### src/rtl/acquisition_sequencer.sv
// Acquisition run sequencer: accepts START/STOP/SET_FRAMES commands, drives the
// readout enable, counts completed frames and bounds a graceful stop with a timeout.
module acquisition_sequencer #(
  parameter int unsigned INTG_SHIFT   = 2,
  parameter int unsigned DEFAULT_INTG = 5000,
  parameter int unsigned STOP_TIMEOUT = 1000000
) (
  input  logic        clk_in,
  input  logic        reset,
  input  logic        cmd_valid,
  input  logic [15:0] cmd_word,
  output logic        cmd_ready,
  input  logic        frame_done,
  output logic        running,
  output logic [31:0] integration_clock_count,
  output logic [15:0] frame_count,
  output logic        stopping,
  output logic        cmd_error
);

  typedef enum logic [1:0] {
    IDLE     = 2'd0,
    RUN      = 2'd1,
    STOPPING = 2'd2
  } state_t;

  typedef enum logic [1:0] {
    OP_NOOP       = 2'b00,
    OP_START      = 2'b01,
    OP_STOP       = 2'b10,
    OP_SET_FRAMES = 2'b11
  } op_t;

  localparam logic [31:0] TIMEOUT_LAST = 32'(STOP_TIMEOUT - 1);
  localparam logic [31:0] INTG_RESET   = 32'(DEFAULT_INTG);

  state_t      state, state_next;
  logic        running_next;
  logic [31:0] intg_next;
  logic [15:0] frame_count_next;
  logic [13:0] frame_limit, frame_limit_next;
  logic [31:0] stop_timer, stop_timer_next;
  logic        cmd_error_next;

  op_t         op;
  logic [13:0] val;
  logic        accept;
  logic [15:0] frame_count_inc;
  logic        limit_hit;

  assign op     = op_t'(cmd_word[15:14]);
  assign val    = cmd_word[13:0];
  assign accept = cmd_valid & cmd_ready;

  // Saturating increment; a limit of zero means run until stopped.
  assign frame_count_inc = (frame_count == 16'hFFFF) ? frame_count : frame_count + 16'd1;
  assign limit_hit       = (frame_limit != 14'd0) && (frame_count_inc == {2'b00, frame_limit});

  // NOTE: sequential state uses non-blocking assignments so every register
  // samples the pre-edge values computed by the combinational block.
  always_ff @(posedge clk_in or posedge reset) begin
    if (reset) begin
      state                   <= IDLE;
      running                 <= 1'b0;
      integration_clock_count <= INTG_RESET;
      frame_count             <= 16'd0;
      frame_limit             <= 14'd0;
      stop_timer              <= 32'd0;
      cmd_error               <= 1'b0;
    end else begin
      state                   <= state_next;
      running                 <= running_next;
      integration_clock_count <= intg_next;
      frame_count             <= frame_count_next;
      frame_limit             <= frame_limit_next;
      stop_timer              <= stop_timer_next;
      cmd_error               <= cmd_error_next;
    end
  end

  // NOTE: every signal gets a hold default before the case so no path can
  // leave one unassigned and infer a latch.
  always_comb begin
    state_next       = state;
    running_next     = running;
    intg_next        = integration_clock_count;
    frame_count_next = frame_count;
    frame_limit_next = frame_limit;
    cmd_error_next   = 1'b0;

    case (state)
      IDLE: begin
        if (accept) begin
          case (op)
            OP_START: begin
              if (val != 14'd0) begin
                intg_next        = {18'b0, val} << INTG_SHIFT;
                frame_count_next = 16'd0;
                running_next     = 1'b1;
                state_next       = RUN;
              end else begin
                cmd_error_next = 1'b1;
              end
            end
            OP_SET_FRAMES: frame_limit_next = val;
            OP_STOP, OP_NOOP: ;
          endcase
        end
      end

      RUN: begin
        if (frame_done) frame_count_next = frame_count_inc;
        if (frame_done && limit_hit) begin
          // A limit-reaching frame wins over a simultaneous STOP.
          running_next = 1'b0;
          state_next   = IDLE;
        end else if (accept && op == OP_STOP) begin
          state_next = STOPPING;
        end
        if (accept && (op == OP_START || op == OP_SET_FRAMES)) cmd_error_next = 1'b1;
      end

      STOPPING: begin
        if (frame_done) begin
          frame_count_next = frame_count_inc;
          running_next     = 1'b0;
          state_next       = IDLE;
        end else if (stop_timer == TIMEOUT_LAST) begin
          running_next   = 1'b0;
          state_next     = IDLE;
          cmd_error_next = 1'b1;
        end
      end

      default: state_next = IDLE;
    endcase

    // Timer restarts from zero on every entry into STOPPING.
    stop_timer_next = 32'd0;
    if (state == STOPPING && state_next == STOPPING) stop_timer_next = stop_timer + 32'd1;
  end

  always_comb begin
    cmd_ready = (state != STOPPING);
    stopping  = (state == STOPPING);
  end

endmodule

### config.mk
export PLATFORM = sky130hd
export DESIGN_NAME = acquisition_sequencer
export DESIGN_NICKNAME = d
export VERILOG_FILES = /design/src/rtl/acquisition_sequencer.sv
export SDC_FILE = /design/constraint.sdc
export NUM_CORES = 1
export LEC_CHECK = 0
export ABC_AREA = 1
export CORE_ASPECT_RATIO = 1.2
export CORE_UTILIZATION = 59
export CTS_CLUSTER_SIZE = 30
export DETAILED_ROUTE_END_ITERATION = 10
export PLACE_DENSITY = 0.87
export SETUP_SLACK_MARGIN = 0.1
export SLEW_MARGIN = 40
export SYNTH_ARGS = -nofsm -noshare
export SYNTH_HDL_FRONTEND = slang
export SYNTH_SLANG_ARGS = --single-unit
### constraint.sdc
create_clock -name clk_in -period 4.1 [get_ports clk_in]
set_input_delay 1.025 -clock clk_in [delete_from_list [all_inputs] [get_ports clk_in]]
set_output_delay 1.025 -clock clk_in [all_outputs]
set_load 0.03 [all_outputs]
# ---- Word level (Yosys, flattened, before mapping)
# Index checks and enable logic that the tools add are counted.
dict set report classes {
  add_sub_neg 2
  eq_ne 16
  muxes 29
  bitwise 1
  reduce_logical 16
}
# cell n
set op_table {}
lappend op_table {{16-bit 2-to-1 mux} 5}
lappend op_table {{32-bit by 1-bit adder with 32-bit output, second input constant} 1}
lappend op_table {{32-bit by 20-bit equality test with 1-bit output, second input constant} 1}
lappend op_table {{32-bit 2-to-1 mux} 1}
lappend op_table {{16-bit case mux with 2 select lines} 1}
lappend op_table {{14-bit nonzero test} 2}
lappend op_table {{16-bit by 1-bit adder with 16-bit output, second input constant} 1}
lappend op_table {{16-bit by 14-bit equality test with 1-bit output} 1}
lappend op_table {{16-bit equality test, second input constant} 1}
lappend op_table {{2-bit 2-to-1 mux} 7}
lappend op_table {{1-bit 2-to-1 mux} 12}
lappend op_table {{2-bit inequality test, second input constant} 5}
lappend op_table {{2-bit equality test, second input constant} 4}
lappend op_table {{1-bit case mux with 3 select lines} 2}
lappend op_table {{2-bit case mux with 3 select lines} 1}
lappend op_table {{6-bit AND reduction} 1}
lappend op_table {{1-bit logical AND} 5}
lappend op_table {{5-bit AND reduction} 1}
lappend op_table {{2-bit by 1-bit equality test with 1-bit output, second input constant} 2}
lappend op_table {{4-bit AND reduction} 1}
lappend op_table {{3-bit by 2-bit inequality test with 1-bit output, second input constant} 1}
lappend op_table {{3-bit AND reduction} 1}
lappend op_table {{3-bit nonzero test} 1}
lappend op_table {{2-bit logical NOT} 1}
lappend op_table {{5 further kinds} 5}
dict set report word_totals {
  ff_bits 80
  input_bits 20
  out_inout_bits 52
  word_cells 71
}

# ---- Longest topological paths before layout
# Gate-level depths: netlist of run 1.
dict set report depth {
  depth_word 10
  depth_mapped 20
  ltp_nobuf 19
}

# ---- Worst setup path after synthesis of run 1
# Ideal clock, no wire load.
dict set report synth_path {
  kind {reg2reg}
  start {register frame_count[0]}
  end {register stop_timer[2]}
  setup_time_ns 0.121
  arrival_ns 2.358
  t_required_ns 3.979
  slack_ns 1.622
  path_stages_with_launch 18
  path_buffers 2
  period_less_slack_ns 2.478
  cell_sequence {dfrtp_1 -> ha_1 -> nand3_2 -> nor2_2 -> nand2_4 -> buf_6 -> nand2_2 -> xor2_1 -> nand3_1 -> nor2_1 -> nand2_1 -> nand2_1 -> nand2_1 -> nand2_1 -> nor2_2 -> nand2_4 -> buf_6 -> nor2_2}
}
dict set report synth_between {
  elab_chain_len 10
  word_cells_on_any_way 11
  cone_classes {1 x add/sub; 3 x eq/ne; 4 x mux; 3 x reduce/logical}
}
# item line_no
set synth_lines {}
lappend synth_lines {{start: declaration} 16} ;# output logic [15:0] frame_count,
lappend synth_lines {{start signal: assignment} 74} ;# frame_count <= frame_count_next;
lappend synth_lines {{16-bit by 1-bit adder with 16-bit output or 16-bit equality test (tied branches)} 56} ;# assign frame_count_inc = (frame_count == 16'hFFFF) ? frame_count : frame_count + 16'd1;
lappend synth_lines {{16-bit 2-to-1 mux (*)} 56}
lappend synth_lines {{16-bit by 14-bit equality test with 1-bit output (*)} 57} ;# assign limit_hit = (frame_limit != 14'd0) && (frame_count_inc == {2'b00, frame_limit});
lappend synth_lines {{1-bit logical AND (*)} 57}
lappend synth_lines {{1-bit logical AND (*)} 113} ;# if (frame_done && limit_hit) begin
lappend synth_lines {{2-bit 2-to-1 mux (*)} 113}
lappend synth_lines {{2-bit case mux with 3 select lines (*)} 91} ;# case (state)
lappend synth_lines {{2-bit equality test (*)} 140} ;# if (state == STOPPING && state_next == STOPPING) stop_timer_next = stop_timer + 32'd1;
lappend synth_lines {{1-bit logical AND (*)} 140}
lappend synth_lines {{32-bit 2-to-1 mux (*)} 140}
lappend synth_lines {{net stop_timer_next[2]} 42} ;# logic [31:0] stop_timer, stop_timer_next;
lappend synth_lines {{end signal: assignment} 76} ;# stop_timer <= stop_timer_next;
lappend synth_lines {{end: declaration} 42}
# The timed path passes the listed nets; every way through them passes the cells marked *.
# A chain may end at the register's enable or synchronous reset.

# ---- Worst setup path in the final report of run 1
dict set report layout_path {
  start {input cmd_word[1]}
  end {register frame_count[1]}
}
dict set report layout_between {
  elab_chain_len 3
}
# item line_no
set layout_lines {}
lappend layout_lines {{start: declaration} 11} ;# input logic [15:0] cmd_word,
lappend layout_lines {{14-bit nonzero test} 96} ;# if (val != 14'd0) begin
lappend layout_lines {{2-bit inequality test (no line)} n/a}
lappend layout_lines {{5-bit AND reduction (no line)} n/a}
# Every way passes these cells.

==> flow_summary.json, run 1 <==
{
  "run_status": "completed",
  "vias": 4113,
  "netlist_instances": 612,
  "htreeDepth": 3,
  "cts_resized": 0,
  "worstPathMaxFanout": 25,
  "yosys.cell_count.top_type": "nand2_1",
  "routed_wirelength_um": 10480,
  "setup.worst_path.end_class": "register",
  "rsz0062_at_grt": "false",
  "drt.antenna.violating_nets": 0,
  "place_congestion": 0.8855,
  "fin_skew_ps": 16.17,
  "yosys_warnings": 0,
  "synth.area.top_cells": "dfrtp_1, nand2_1, inv_1",
  "fin_crit_ps": 2990,
  "initial_core_util": 0.6056,
  "finalSetupTns_ps": 0,
  "relSlewSlack": 0.5642,
  "async_flop_share": 1.000,
  "p_leak_nw": 2.443,
  "cts_root_buf": "clkbuf_8",
  "tightest_slew_ps": 652.9,
  "clockBufferDepth": 2,
  "synth-edff-count": 0,
  "grt_remaining_overflow": 0,
  "grt_pass1_vias": 3923,
  "cts.sinks": 80,
  "yosysUniqueCellTypes": 30,
  "pin_count": 72,
  "hp-class": "reg2reg",
  "max_freq_mhz": 334.5,
  "crit_required_ps": 4330,
  "final_max_slew_viol_count": 0,
  "drive_gt1_frac": 0.08309,
  "design.die.area_um2": 8225,
  "cts_tree": "yes",
  "worstSetupPathType": "in2reg",
  "n_antenna_cell": 0,
  "cts_buffers": 9,
  "grt_pass1_wl_um": 17570,
  "drc": 0,
  "r2r_slack_ps": 1210,
  "synth-compound-area-share": 0.05851,
  "cp_slowest_cell": "clkdlybuf4s50_1",
  "netlist_area_um2": 4641,
  "synthAdderAreaFrac": 0.01618,
  "min_period_over_period": 0.7292,
  "viasPerCell": 5.369,
  "ys_ff_latch": 80,
  "ir_drop_mv": 0.5011,
  "synth_commonest_cells": "nand2_1, inv_1, dfrtp_1, nor2_1, nand3_1",
  "worstSkewPairLatency_ps": 360,
  "antenna_found_initial": 0,
  "fin_nets": 695,
  "syn_area_per_cell_um2": 7.583,
  "synthMuxAreaShare": 0,
  "rows": 35,
  "post-cts-setup-buffers": 0,
  "power_density_nw_per_um2": 587.9,
  "grt_usage": 0.2647,
  "die_w_um": 82.96,
  "grt_start_max_net_pins": 40,
  "synth.yosys.seq_area_share": 0.4327,
  "die_h_um": 99.15,
  "start_kind": "input pin",
  "maxCapViolCount": 0,
  "path_cells": "clkdlybuf4s50_1 -> inv_1 -> nand4_1 -> nor4_1 -> nand2_1 -> nand2_1 -> inv_2 -> a21oi_1 -> a21oi_2 -> buf_4 -> nand2_1 -> o22ai_1",
  "critical_path_arrival_ps": 3220,
  "io_buffers": 53,
  "setup_viol": 0,
  "dp_hpwl_um": 7600,
  "ctsHoldBuffers": 0,
  "core_area_um2": 7664,
  "first_pass_iters": 5,
  "yosys.area_share.simple": 0.3138,
  "path_common_cell": "nand2_1",
  "synth_top_area_cell": "dfrtp_1",
  "avgRoutedWirePerCell_um": 13.68,
  "fin_hold_ws_ps": 465.8,
  "first_iter_violations": 395,
  "synth_xor_xnor_area_share": 0.06794,
  "hold_viol": 0,
  "area_growth_pct": 16.80,
  "synth_top_family_by_area": "simple AND/OR/NAND/NOR gates",
  "path_clk_slew_ps": 80,
  "synth_ff_type": "dfrtp_1",
  "yosysTopAreaCellShare": 0.4044,
  "cpPeakStageDelay_ps": 420
}
## final timing paths
| kind | endpoint | start | cells past startpoint |
|---|---|---|---|
| worst min-delay path | stop_timer[0]$_DFF_PP0_ | stop_timer[0]$_DFF_PP0_ | 1 |
| worst max register to register | stop_timer[20]$_DFF_PP0_ | frame_count[0]$_DFFE_PP0P_ | 18 |
| max in group asynchronous | stop_timer[20]$_DFF_PP0_ | reset | 3 |
| worst min register to register | stop_timer[0]$_DFF_PP0_ | stop_timer[0]$_DFF_PP0_ | 1 |
| worst max-delay path | frame_count[1]$_DFFE_PP0P_ | cmd_word[1] | 12 |
| min in group asynchronous | integration_clock_count[6]$_DFFE_PP0P_ | reset | 2 |
## cell usage in the layout, fill, tap and decap left out
cell and count:
nor2_1 65, clkbuf_8 9, nor2_2 18, a31oi_1 2, ha_1 6, xnor2_1 10
nor4_1 8, nand2_4 2, nand2_1 160, nor3_1 9, clkinv_4 1, clkdlybuf4s50_1 53
o21ai_0 33, nor2_4 1, a21oi_2 1, clkbuf_1 2, conb_1 18, inv_2 3
bufinv_16 3, buf_4 5, o21ai_1 1, nand2_2 2, a21oi_1 6, nand3_1 43
nand4_1 16, xor2_1 26, nor4_2 1, dfrtp_1 75, o22ai_1 8, dfstp_2 5
clkinvlp_4 1, clkinv_2 1, nand3_2 2, inv_1 77, nor3_2 1
## cell families after synthesis
group,count (synthesis)
AND/OR/NAND/NOR,328
buffers and inverters,110
flip-flops,80
AO/OA/AOI/OAI,51
XOR/XNOR,36
adder cells (fa/ha/maj),6
other,1
## metrics by stage
| step | utilization | setup WS (ps) | instances | area [um^2] | power (mW) |
|---|---|---|---|---|---|
| 2_1_floorplan | - | 1032 | 629 | 4705 | 2.027 |
| 3_3_place_gp | 0.6761 | 941.4 | 750 | 5181 | 2.453 |
| 3_5_place_dp | 0.6761 | 831.7 | 750 | 5181 | 2.481 |
| 4_1_cts | 0.7071 | 1150 | 766 | 5419 | 3.183 |
| 5_1_grt | 0.7073 | 887.8 | 766 | 5420 | 3.363 |
| 6_report | 0.7073 | 1110 | 766 | 5420 | 3.186 |
## where the power goes
part           total, mW  leakage, nW  internal, mW  switching (mW)
Sequential          1.19         1.06          1.01           0.179
Combinational       1.30         1.27         0.482           0.820
Clock              0.692        0.114         0.406           0.286
Total               3.19         2.44          1.90            1.28
## worst max-delay path, delay by kind of cell
family | cells | cell delay, ps
buffers and inverters | 4 | 830
AND/OR/NAND/NOR | 5 | 1010
AO/OA/AOI/OAI | 3 | 350
## final cells by class
cell class	count	area (um^2)
sequential	80	2008
clock buffer	11	131.4
tap	92	115.1
multi-input combinational	439	2186
inverter	81	305.3
timing repair buffer	58	568.0
clock inverter	5	106.4
fill	574	2243
## metal layers
metal / vias up / track usage / part of all wire
li1: 2017 / - / -
met1: 1914 / 0.3418 / 0.43
met2: 162 / 0.4395 / 0.49
met3: 20 / 0.05726 / 0.062
met4: 0 / 0.1021 / 0.020
met5: - / 0 / 0
## registers in the layout (all words and copies together) (netlist names)
| name | flops |
|---|---|
| state | 2 |
| frame_limit | 14 |
| frame_count | 16 |
| integration_clock_count | 14 |
| cmd_error | 1 |
| stop_timer | 32 |
| running | 1 |
(Power assumes the default switching activity.)
==> run 2, diff against run 1 <==
CORE_UTILIZATION = 54   (was 59)
PLACE_DENSITY = 0.81   (was 0.87)
clock period = 2.8 ns   (was 4.1 ns; I/O delays follow)
==> run 2 against run 1 <==
Worst setup slack worse by 920 ps. Sequential share of layout area down 1.5 points. Register-to-register slack worse by 910 ps. Largest power group unchanged.
==> flow_summary.json, run 2 (synthesis gave the netlist of run 1 again) <==
{
  "grt_pass1_wl_um": 17580,
  "first_iter_violations": 279,
  "fin_crit_ps": 2611,
  "report.power.total_mw": 4.737,
  "die_w_um": 86.63,
  "die_h_um": 103.6,
  "grt_start_max_net_pins": 39,
  "final_common_cell": "nand2_1",
  "grt_pass1_vias": 3854,
  "worstSetupPathType": "reg2out",
  "dp_hpwl_um": 7742,
  "worstSkewPairLatency_ps": 360,
  "vias": 4228,
  "routed_wirelength_um": 10890,
  "r2r_slack_ps": 300,
  "path_clk_slew_ps": 80,
  "hold_viol": 0,
  "grt_usage": 0.2485,
  "drt.antenna.violating_nets": 0,
  "reg2reg_depth": 19,
  "avgRoutedWirePerCell_um": 13.53,
  "start_kind": "register",
  "pin_count": 72,
  "area_growth_pct": 22.32,
  "fin_nets": 712,
  "ir_drop_mv": 0.7589,
  "drc": 0,
  "largest_reg_flops": 32,
  "p_leak_nw": 2.514,
  "place_congestion": 0.9004,
  "grt_remaining_overflow": 0,
  "placedCellCount": 781,
  "relSlewSlack": 0.6354,
  "design.die.area_um2": 8970,
  "cts_buffers": 9,
  "cts.sinks": 80,
  "critical_path_arrival_ps": 1910,
  "first_pass_iters": 5,
  "tightest_slew_ps": 541.9,
  "finalSetupTns_ps": 0,
  "fin_hold_ws_ps": 465.4,
  "cts_root_buf": "clkbuf_8",
  "final_max_slew_viol_count": 0,
  "register_area_um2": 2016,
  "power_density_nw_per_um2": 834.5,
  "placed_area_um2": 5305,
  "setup_viol": 0,
  "hp-start": "stop_timer[0]$_DFF_PP0_",
  "run_status": "completed",
  "setup_ws_ps": 189.0,
  "fin_skew_ps": 6.666,
  "min_period_over_period": 0.9325,
  "worstReg2RegEnd": "stop_timer[11]$_DFF_PP0_",
  "maxCapViolCount": 0,
  "ctsHoldBuffers": 0,
  "final_cell_mix": "nand2_1, inv_1, dfrtp_1",
  "n_fill_cell": 648,
  "io_buffers": 53,
  "antenna_found_initial": 0,
  "htreeDepth": 3,
  "worstHoldPathCells": 1,
  "max_freq_mhz": 383.0,
  "utilization": 0.6887,
  "multi_input_comb_area_um2": 2285,
  "cts_tree": "yes",
  "drive_gt1_frac": 0.1317,
  "top_regs": "stop_timer x32, frame_count x16",
  "viasPerCell": 5.252,
  "stdcell_area_um2": 5677,
  "rows": 36,
  "crit_required_ps": 2100,
  "rsz0062_at_grt": "false",
  "initial_core_util": 0.5630,
  "r2r_start": "frame_count[0]$_DFFE_PP0P_",
  "hp-class": "reg2reg",
  "place_worst_setup_slack_ps": -63.61,
  "core_area_um2": 8243,
  "top_register": "stop_timer",
  "finalNonFillerCells": 805,
  "worstPathMaxFanout": 4,
  "n_antenna_cell": 0,
  "hold_end": "stop_timer[0]$_DFF_PP0_",
  "clockBufferDepth": 2,
  "setup.worst_path.end_class": "primary output"
}
==> run 2: layer usage <==
metal,GRT usage,up-vias,wire [um]
met5,0,-,0
li1,-,2048,-
met1,0.3501,1966,4828
met2,0.3821,190,5187
met3,0.04940,24,664
met4,0.08571,0,208
==> run 2: where the power goes <==
group          switching, mW  internal [mW]  total, mW
Combinational           1.29          0.778       2.06
Sequential             0.240           1.49       1.73
Clock                  0.423          0.521      0.944
Total                   1.95           2.79       4.74
==> run 2: layout make-up <==
class	count	area share
clock buffer	10	0.02425
clock inverter	6	0.01455
inverter	81	0.05422
multi-input combinational	441	0.4025
sequential	80	0.3551
tap	114	0.02513
timing repair buffer	73	0.1243
==> run 2: worst max-delay path by stage <==
stage,end,from,depth (start not counted)
5_1_grt,stop_timer[15]$_DFF_PP0_,frame_count[7]$_DFFE_PP0P_,20
6_report,cmd_ready,state[0]$_DFF_PP0_,4
4_1_cts,stop_timer[24]$_DFF_PP0_,frame_count[0]$_DFFE_PP0P_,18
3_5_place_dp,stop_timer[24]$_DFF_PP0_,cmd_word[11],12
2_1_floorplan,stop_timer[5]$_DFF_PP0_,frame_count[0]$_DFFE_PP0P_,17
3_3_place_gp,stop_timer[14]$_DFF_PP0_,cmd_word[1],13
==> run 2: worst max-delay path, cell delays in order, from the launching register on <==
cell and delay (ps):
dfrtp_1 410, inv_1 100, ha_1 240, inv_2 120, clkdlybuf4s50_1 680
==> run 2: what timing repair did <==
item                                    in CTS  in global routing
endpoints found under the setup margin       0                 32
resized for setup                            0                 23
buffers inserted                             0                  6
==> run 3, diff against run 2 <==
CELL_PAD_IN_SITES_DETAIL_PLACEMENT = 1   (was not set)
CELL_PAD_IN_SITES_GLOBAL_PLACEMENT = 2   (was not set)
CORE_UTILIZATION = 31   (was 54)
==> run 3 against run 2 <==
Sequential power hardly changed. First-iteration DRC count is 50% lower. Clock power is 23% higher. Cell count is 11% higher. Largest power group unchanged. Worst setup slack better by 49 ps. Design area is 3.9% higher. Critical endpoint unchanged.
==> flow_summary.json, run 3 (synthesis gave the netlist of run 1 again) <==
{
  "run_status": "completed",
  "start_kind": "register",
  "pin_count": 72,
  "min_period_over_period": 0.9150,
  "crit_required_ps": 2100,
  "finalSetupTns_ps": 0,
  "hp-class": "reg2reg",
  "wl_met1_um": 6068,
  "placedCellCount": 872,
  "final_max_slew_viol_count": 0,
  "power_switching_mw": 2.009,
  "avgRoutedWirePerCell_um": 14.51,
  "rsz0062_at_grt": "false",
  "largest_reg_flops": 32,
  "cpLargestDelayFamily": "buffers and inverters",
  "area_growth_pct": 27.04,
  "p_int_mw": 2.980,
  "path_clk_slew_ps": 60,
  "cpPeakStageDelay_ps": 680,
  "worstReg2RegEnd": "stop_timer[17]$_DFF_PP0_",
  "grt_usage": 0.1784,
  "hold_viol": 0,
  "drt.antenna.violating_nets": 0,
  "r2r_slack_ps": 330,
  "clockBufferDepth": 2,
  "antenna_found_initial": 0,
  "worstSetupPathType": "reg2out",
  "setup.worst_path.end_class": "primary output",
  "dp_hpwl_um": 9917,
  "io_buffers": 53,
  "relSlewSlack": 0.5516,
  "die_h_um": 136.0,
  "first_iter_violations": 139,
  "critPathCapture": "cmd_ready",
  "critical_path_depth": 4,
  "fin_crit_ps": 2562,
  "viasPerCell": 4.614,
  "highest_layer": "met4",
  "cts_root_buf": "clkbuf_16",
  "critical_path_arrival_ps": 1860,
  "crit_path_start": "state[0]$_DFF_PP0_",
  "initial_core_util": 0.3206,
  "routed_wirelength_um": 12930,
  "power_density_nw_per_um2": 846.1,
  "r2r_start": "frame_count[1]$_DFFE_PP0P_",
  "path_cells": "inv_1 -> ha_1 -> inv_2 -> clkdlybuf4s50_1",
  "grt_pass1_wl_um": 21740,
  "met2_length_um": 6322,
  "p_clk_frac": 0.232,
  "p_sw_frac": 0.4026,
  "drive_gt1_frac": 0.1259,
  "place_congestion": 0.8110,
  "final_cell_mix": "nand2_1, inv_1, dfrtp_1",
  "p_comb_frac": 0.419,
  "first_pass_iters": 4,
  "top_regs": "stop_timer x32, frame_count x16",
  "p_leak_nw": 2.566,
  "drc": 0,
  "core_area_um2": 14470,
  "worstSkewPairLatency_ps": 340,
  "ir_drop_mv": 0.4246,
  "fin_skew_ps": 8.713,
  "crit_buf_inv": 3,
  "grt_pass1_vias": 4378,
  "wl_met3_um": 319,
  "n_antenna_cell": 0,
  "top_register": "stop_timer",
  "cts.sinks": 80,
  "design.die.area_um2": 15470,
  "cts_buffers": 9,
  "die_w_um": 113.7,
  "vias": 4111,
  "maxCapViolCount": 0,
  "worstPathMaxFanout": 4,
  "max_freq_mhz": 390.3,
  "reg2reg_depth": 19,
  "fin_nets": 712,
  "rows": 48,
  "final_common_cell": "nand2_1",
  "grt_remaining_overflow": 0,
  "finalNonFillerCells": 891,
  "setup_viol": 0,
  "grt_start_max_net_pins": 31,
  "place_worst_setup_slack_ps": 95.83,
  "htreeDepth": 3,
  "cp_slowest_cell": "clkdlybuf4s50_1",
  "p_seq_frac": 0.349,
  "setup_ws_ps": 237.9,
  "cts_tree": "yes",
  "tightest_slew_ps": 671.2
}
run 3: cell types whose count changed in the layout (fill, tap and decap cells not counted), moves of 2 or more:
cell       before  now
buf_12          2    7
clkbuf_1        0    3
buf_4          18   15
clkbuf_8       10    0
clkbuf_16       0    9
nand2_8         3    1
run 3: power by group through the flow:
stage / Sequential (mW) / Clock (mW) / Combinational [mW]
floorplan: 2.09 / 0 / 0.875
global placement: 1.74 / 0 / 2.02
detailed placement: 1.75 / 0 / 2.06
CTS: 1.74 / 1.19 / 2.08
global route: 1.79 / 1.23 / 2.30
finish: 1.74 / 1.16 / 2.09
run 3: metrics by stage:
stage	instance area, um^2	total power, mW	util	hold WS, ps
floorplan	4708	2.968	-	430.3
global placement	5513	3.761	0.3809	444.8
detailed placement	5513	3.807	0.3809	462.9
CTS	5797	5.005	0.4005	474.3
global route	5896	5.321	0.4073	481.2
finish	5896	4.988	0.4073	466.5
run 3: cell type report:
class	count	area, um^2
repair buffers	75	783.3
clock inverters	4	47.55
well taps	200	250.2
inverters	81	307.8
clock buffers	12	236.5
multi-input cells	439	2256
fillers	1769	8578
flip-flops and latches	80	2014
run 3: worst min path at each step:
stage / startpoint / endpoint / slack, ps / cells after the start
global placement: stop_timer[0]$_DFF_PP0_ / stop_timer[0]$_DFF_PP0_ / 440 / 1
finish: stop_timer[0]$_DFF_PP0_ / stop_timer[0]$_DFF_PP0_ / 470 / 1
detailed placement: integration_clock_count[7]$_DFFE_PP1P_ / integration_clock_count[7]$_DFFE_PP1P_ / 460 / 2
CTS: stop_timer[0]$_DFF_PP0_ / stop_timer[0]$_DFF_PP0_ / 470 / 1
global route: stop_timer[0]$_DFF_PP0_ / stop_timer[0]$_DFF_PP0_ / 480 / 1
floorplan: stop_timer[0]$_DFF_PP0_ / stop_timer[0]$_DFF_PP0_ / 430 / 1
run 3: timing repair:
action | 4_1_cts | 5_1_grt
hold buffers | 0 | 0
endpoints found under the setup margin | 0 | 32
buffers inserted | 0 | 3
endpoints found under the hold margin | 0 | 0
resized for setup | 0 | 21
run 3: routing by layer:
metal / up-vias / GRT usage
met5: - / 0
met1: 1984 / 0.2313
met3: 17 / 0.02853
met4: 0 / 0.06067
li1: 2051 / -
met2: 59 / 0.3008
run 3: worst register-to-register path, cell delays in order (launching register included):
cell and delay, ps:
dfrtp_1 360, ha_1 210, nand3_4 140, nor2_4 210
nand2_8 110, nand2_1 100, nand2_1 80, nand2_1 60
nand3_1 80, nor2_1 110, nand2_1 60, nor2_1 150
nand2_1 100, nand2_1 90, nand2_1 50, nand2_1 110
nor2_2 60, nand2_4 80, buf_12 150, nor2_1 50
